## config.mk

```make
export PLATFORM = sky130hd
export DESIGN_NAME = hilo_acc
export DESIGN_NICKNAME = d
export VERILOG_FILES = /design/src/rtl/hilo_pkg.sv /design/src/rtl/hilo_addsub.sv /design/src/rtl/hilo_acc.sv
export SDC_FILE = /design/constraint.sdc
export NUM_CORES = 1
export LEC_CHECK = 0
export ABC_AREA = 1
export BUFFER_PORTS_ARGS = -buffer_cell sky130_fd_sc_hd__buf_2
export CORE_ASPECT_RATIO = 1.4
export CORE_MARGIN = 1.5
export CORE_UTILIZATION = 35
export CTS_CLUSTER_SIZE = 24
export DETAILED_ROUTE_END_ITERATION = 7
export GPL_ROUTABILITY_DRIVEN = 1
export PLACE_DENSITY = 0.59
export SYNTH_ARGS = -nofsm -noshare
export SYNTH_HDL_FRONTEND = slang
export SYNTH_SLANG_ARGS = --single-unit
```

## constraint.sdc

```tcl
create_clock -name clk -period 3.5 [get_ports clk]
set_input_delay 0.175 -clock clk [delete_from_list [all_inputs] [get_ports clk]]
set_output_delay 0.175 -clock clk [all_outputs]
set_load 0.05 [all_outputs]
```

## src/rtl/hilo_pkg.sv

```systemverilog
// hilo_pkg: shared definitions for the HI/LO accumulator.
//   HILO_DW      - default width of each of HI and LO
//   OP_*         - op_i encoding (3 bits)
//   hilo_state_e - control FSM states (IDLE accepts, ACC finishes an accumulate)
package hilo_pkg;

  localparam int HILO_DW = 32;

  localparam logic [2:0] OP_NOP     = 3'd0;
  localparam logic [2:0] OP_WR_HI   = 3'd1;
  localparam logic [2:0] OP_WR_LO   = 3'd2;
  localparam logic [2:0] OP_WR_BOTH = 3'd3;
  localparam logic [2:0] OP_MADD    = 3'd4;
  localparam logic [2:0] OP_MSUB    = 3'd5;
  localparam logic [2:0] OP_RSV6    = 3'd6;
  localparam logic [2:0] OP_RSV7    = 3'd7;

  typedef enum logic {
    ST_IDLE = 1'b0,
    ST_ACC  = 1'b1
  } hilo_state_e;

endpackage

```

## src/rtl/hilo_addsub.sv

```systemverilog
// hilo_addsub: purely combinational W-bit unsigned add/subtract, modulo 2^W.
//   a   - minuend / first addend
//   b   - subtrahend / second addend
//   sub - 1: sum = a - b, 0: sum = a + b (carry/borrow discarded)
//   sum - result
module hilo_addsub #(
  parameter int W = 64
) (
  input  logic [W-1:0] a,
  input  logic [W-1:0] b,
  input  logic         sub,
  output logic [W-1:0] sum
);

  // select add or subtract; the result simply wraps at W bits
  always_comb begin
    sum = '0;
    if (sub) begin
      sum = a - b;
    end else begin
      sum = a + b;
    end
  end

endmodule

```

## src/rtl/hilo_acc.sv

```systemverilog
// hilo_acc: HI/LO register pair with direct writes and a two-edge
// multiply-accumulate/subtract of an externally computed 2*DW product.
//   clk, rst        - clock (rising edge) and async active-high reset
//   valid_i, op_i   - request and operation (see hilo_pkg OP_*)
//   hi_i, lo_i      - write data, or upper/lower product half for MADD/MSUB
//   flush_i         - cancels an in-flight accumulate, blocks acceptance
//   ready_o, busy_o - FSM in IDLE / in ACC
//   hi_o, lo_o      - registered HI and LO
module hilo_acc
  import hilo_pkg::*;
#(
  parameter int DW = HILO_DW
) (
  input  logic          clk,
  input  logic          rst,
  input  logic          valid_i,
  input  logic [2:0]    op_i,
  input  logic [DW-1:0] hi_i,
  input  logic [DW-1:0] lo_i,
  input  logic          flush_i,
  output logic          ready_o,
  output logic          busy_o,
  output logic [DW-1:0] hi_o,
  output logic [DW-1:0] lo_o
);

  hilo_state_e     r_state;
  logic            r_ready;
  logic            r_busy;
  logic [DW-1:0]   r_hi;
  logic [DW-1:0]   r_lo;
  logic [2*DW-1:0] r_prod;
  logic            r_sub;
  logic [2*DW-1:0] w_sum;
  logic            w_accept;

  // a request is taken only in IDLE and only when no flush is present
  assign w_accept = valid_i & (r_state == ST_IDLE) & ~flush_i;

  // the adder only ever sees registered operands, so hi_i/lo_i never
  // reach hi_o/lo_o combinationally
  hilo_addsub #(
    .W (2*DW)
  ) u_addsub (
    .a   ({r_hi, r_lo}),
    .b   (r_prod),
    .sub (r_sub),
    .sum (w_sum)
  );

  // control FSM with HI/LO, product capture and registered status flags
  always_ff @(posedge clk or posedge rst) begin
    if (rst) begin
      r_state <= ST_IDLE;
      r_ready <= 1'b1;
      r_busy  <= 1'b0;
      r_hi    <= '0;
      r_lo    <= '0;
      r_prod  <= '0;
      r_sub   <= 1'b0;
    end else begin
      case (r_state)
        ST_IDLE: begin
          if (w_accept) begin
            case (op_i)
              OP_WR_HI:   r_hi <= hi_i;
              OP_WR_LO:   r_lo <= lo_i;
              OP_WR_BOTH: begin
                r_hi <= hi_i;
                r_lo <= lo_i;
              end
              OP_MADD, OP_MSUB: begin
                r_prod  <= {hi_i, lo_i};
                r_sub   <= (op_i == OP_MSUB);
                r_state <= ST_ACC;
                r_ready <= 1'b0;
                r_busy  <= 1'b1;
              end
              OP_NOP, OP_RSV6, OP_RSV7: begin
                r_state <= ST_IDLE;
              end
              default: begin
                r_state <= ST_IDLE;
              end
            endcase
          end
        end
        ST_ACC: begin
          // a flush abandons the accumulate; otherwise commit the sum
          if (!flush_i) begin
            r_hi <= w_sum[2*DW-1:DW];
            r_lo <= w_sum[DW-1:0];
          end
          r_state <= ST_IDLE;
          r_ready <= 1'b1;
          r_busy  <= 1'b0;
        end
        default: begin
          r_state <= ST_IDLE;
          r_ready <= 1'b1;
          r_busy  <= 1'b0;
        end
      endcase
    end
  end

  assign ready_o = r_ready;
  assign busy_o  = r_busy;
  assign hi_o    = r_hi;
  assign lo_o    = r_lo;

endmodule

```

==> results.rst <==
.. list-table::
   :header-rows: 1

   * - Metric
     - Value
   * - Die extent in y
     - between 200 and 250 um
   * - Wire length per cell
     - approximately 18 um
   * - Total iterations of the first detailed-routing run
     - 6
   * - Number of setup violations in the final report
     - 0
   * - Final routed wirelength across all metal layers
     - about 60 mm
   * - RePlAce Congestion
     - 1.06
   * - Total congestion overflow after global routing
     - 0
   * - Leakage power
     - 10.5 nW
   * - Most prevalent standard cell on the critical path
     - sky130_fd_sc_hd__nand2_1
   * - Proportion of synthesized chip area in sequential cells
     - 0.243
   * - Total clock sinks
     - 132
   * - First-pass GRT wire length
     - 86.9 mm
   * - Most frequent standard cell in the layout excluding fill and tap cells
     - sky130_fd_sc_hd__nand2_1
   * - Antenna violations before repair
     - 1
   * - Master cell of the clock root buffer
     - sky130_fd_sc_hd__clkbuf_16
   * - Slowest cell delay on critical path
     - ~460 ps
   * - Overall die area
     - between 40000 and 50000 um2
   * - Share of total power in the clock network
     - 0.135
   * - Highest-count cells in the layout ignoring fill and taps
     - 832 x sky130_fd_sc_hd__nand2_1, 426 x sky130_fd_sc_hd__inv_1, 239 x sky130_fd_sc_hd__buf_4, 138 x sky130_fd_sc_hd__nor2_1, 136 x sky130_fd_sc_hd__buf_2
   * - Critical hold path startpoint
     - hi_i[3]
   * - TritonCTS clock tree
     - built
   * - Global-route usage over all layers
     - 0.298
   * - Drt via density
     - 4.81
   * - DPL Wire Length
     - slightly below 50 mm
   * - Startpoint of the worst register-to-register path
     - r_prod[20]
   * - Worst voltage drop across the vdd grid
     - around 0.44 mV
   * - Maxcap violations
     - 0
   * - Number of warning messages in the yosys log
     - 0
   * - IO buf count
     - about 140
   * - Setup slack on the worst flop-to-flop path
     - about 29 ps
   * - Post-route DRC
     - 0
   * - Post-Syn Nets
     - approximately 2500
   * - Vias in the first global route
     - roughly 15000
   * - Synth unique cells
     - between 40 and 50
   * - Min Clock Period, post-route
     - around 3500 ps
   * - Crit start category
     - register
   * - Number of nets in the final layout
     - 2886
   * - Maximum number of pins on one net before global-route repair
     - around 130
   * - Cells after synthesis
     - roughly 2400
   * - Via total after detailed routing
     - between 15000 and 20000
   * - Worst reg-to-reg path cell count
     - 24
   * - Starting density of the core
     - 0.354
   * - Data arrival at the endpoint of the critical path
     - roughly 3800 ps
   * - End point of the worst hold path
     - r_prod[35]
   * - Number of top-level design ports
     - ~140
   * - Slowest stage cell, crit path
     - sky130_fd_sc_hd__dfrtp_2
   * - Number of levels in the clock H-tree
     - 4
   * - Source-to-sink clock delay at the later pin of the worst-skew pair
     - 470 ps
   * - Number of cells on the worst hold path
     - 3
   * - Combined area of the multi-input logic cells
     - approximately 10000 um2
   * - Initial DRC count
     - between 1000 and 1500
   * - Cell area after synthesis
     - approximately 14000 um2
   * - Combinational Power Share
     - 0.700
   * - Number of buffers inserted during clock tree synthesis
     - 17
   * - CTS clk-pin slew, worst paths
     - ~60 ps
   * - Sw frac
     - 0.526
   * - Min-Delay Path Class
     - primary input to register
   * - Setup repair after global routing missed its margin
     - true
   * - Antenna fix cells
     - 0
   * - Share of the synthesized area in the top cell type
     - 0.257
   * - Number of synthesized register bits
     - around 130
   * - Die X
     - 170 um
   * - Worst slew pin tran
     - around 1100 ps
   * - Site Rows
     - 85
   * - Max Clock Skew
     - between 10 and 15 ps
   * - Relative max-transition margin
     - 0.294
   * - Core Util, Final
     - 0.498
   * - Startpoint-to-endpoint class of the critical path
     - register to register
   * - Total internal power
     - 6.64 mW
   * - Most area-hungry cell type in the Yosys netlist
     - sky130_fd_sc_hd__nand2_1
   * - Critical R2R Capture
     - hi_o[11]
   * - Nature of the critical path endpoint
     - register
   * - Fillers
     - between 3000 and 4000
   * - Final Slew Violations
     - 0
   * - Setup TNS Final
     - 0 ps
   * - Cell breakdown of the critical path
     - nor2_4 -> nand2_2 -> nor2_2 -> buf_4 -> nand2_1 -> nor2_4 -> inv_2 -> nor3_1 -> nor2_1 -> xor2_1 -> ha_1 -> nand2_2 -> inv_2 -> nand2_4 -> inv_1 -> a21oi_2 -> nand2_1 -> buf_4 -> inv_1 -> nand2_1 -> nand2_1 -> nand3_1 -> nand2_1 -> nand2_1
   * - Mapped Avg Cell Area
     - 5.73 um2
   * - Final Hold Viols
     - 0
   * - Clk buf depth
     - 2
   * - Part of the power in registers
     - 0.165
   * - Biggest area contributors in the synthesized netlist
     - sky130_fd_sc_hd__nand2_1 26%, sky130_fd_sc_hd__dfrtp_1 24%, sky130_fd_sc_hd__inv_1 12%
   * - Area delta synth->final
     - 40.7%
   * - Fin crit share
     - 0.992
   * - Switching power total
     - 7.36 mW
   * - FF/Latch Area
     - 3320 um2
   * - Post-route antenna net violation count
     - 0
   * - Result of the run
     - completed
   * - Highest clock frequency the design can meet
     - 288 MHz
   * - Total power consumption of the routed design
     - ~14 mW
   * - Power density over the cells
     - between 700 and 800 nW/um2
   * - Fraction of final layout cells sized beyond drive strength 1
     - 0.288
   * - Core box area
     - 38400 um2
   * - Worst Path Required
     - just under 4000 ps
   * - CP max FO
     - 4
timing repair:
item                       4_1_cts  5_1_grt
pin swaps                       12      100
setup buffers                    7       15
hold endpoints to repair        64        0
hold buffers                    25        0
setup endpoints to repair       38       47
resized for setup               74      365
registers in the layout, indices dropped and copies added (netlist names):
name,flops
ready_o,1
busy_o,1
hi_o,32
r_prod,64
r_sub,1
lo_o,32
r_state,1
critical path: cells and delay by family (launching register included):
kind	cells	cell delay, ps
AOI/OAI and AO/OA	1	140
xor gates and xnor gates	1	310
adders and majority gates	1	350
buffers and inverters	6	510
DFF	1	460
and+or+nand+nor	15	1570
worst max-delay path by stage:
stage	start	end	slack, ps	cells after the start
after floorplan	r_prod[0]	hi_o[24]	430	21
after global placement	r_prod[20]	hi_o[27]	-250	22
after detailed placement	r_prod[0]	hi_o[27]	-240	26
after CTS	r_prod[0]	hi_o[27]	-20	27
after global routing	r_prod[0]	hi_o[9]	-190	24
final	r_prod[20]	hi_o[11]	30	24
cell families (layout without fill, tap and decap cells):
group                    count (synthesis)  in the layout  synth area share
AO/OA/AOI/OAI                          259            259             0.101
adder cells (fa/ha/maj)                 65             65            0.0604
flip-flops                             132            132             0.243
AND/OR/NAND/NOR                       1333           1333             0.402
buffers and inverters                  499            887             0.139
XOR/XNOR                                85             85            0.0548
metrics by stage:
stage / instances / hold WS (ps) / setup slack (ps) / cell area [um2]
finish: 3283 / 16.7 / 28.7 / 19100
global route: 3283 / 25.7 / -190 / 19100
CTS: 3268 / 3.82 / -18.8 / 17600
detailed placement: 3206 / 410 / -244 / 16500
global placement: 3206 / 404 / -249 / 16500
floorplan: 2373 / 285 / 432 / 13600
power by group through the flow:
stage                     clock (mW)  combinational, mW  sequential, mW
after floorplan                    0               4.30            2.71
after global placement             0               8.10            2.25
after detailed placement           0               8.15            2.26
after CTS                       1.93               8.46            2.24
after global routing            1.99               10.6            2.34
final                           1.90               9.79            2.31
final cells by class:
class | count | area share
Clock buffer | 19 | 0.0237
Tap cell | 522 | 0.0342
Inverter | 452 | 0.0892
Clock inverter | 11 | 0.00668
Timing Repair Buffer | 405 | 0.147
Multi-Input combinational cell | 1742 | 0.526
Sequential cell | 132 | 0.174
cell usage after synthesis (all sizes together):
library cell,count
nand2,941
inv,451
nor2,236
o21ai,137
dfrtp,131
a21oi,108
nand3,90
xor2,69
ha,64
clkbuf,28
nor3,28
buf,19
nand4,17
xnor2,16
nand3b,8
and2,4
nor4,4
a31oi,3
o31ai,3
or2,3
nor3b,2
o211ai,2
o21a,2
o21bai,2
a41oi,1
clkinv,1
dfstp,1
fa,1
o221ai,1
routing by layer:
metal / up-vias / GRT usage / part of all wire
met2: 536 / 0.527 / 0.50
met5: - / 0 / 0
li1: 7970 / - / -
met3: 170 / 0.0320 / 0.042
met1: 7126 / 0.318 / 0.37
met4: 0 / 0.241 / 0.087
Power figures use the tool's default switching activity.
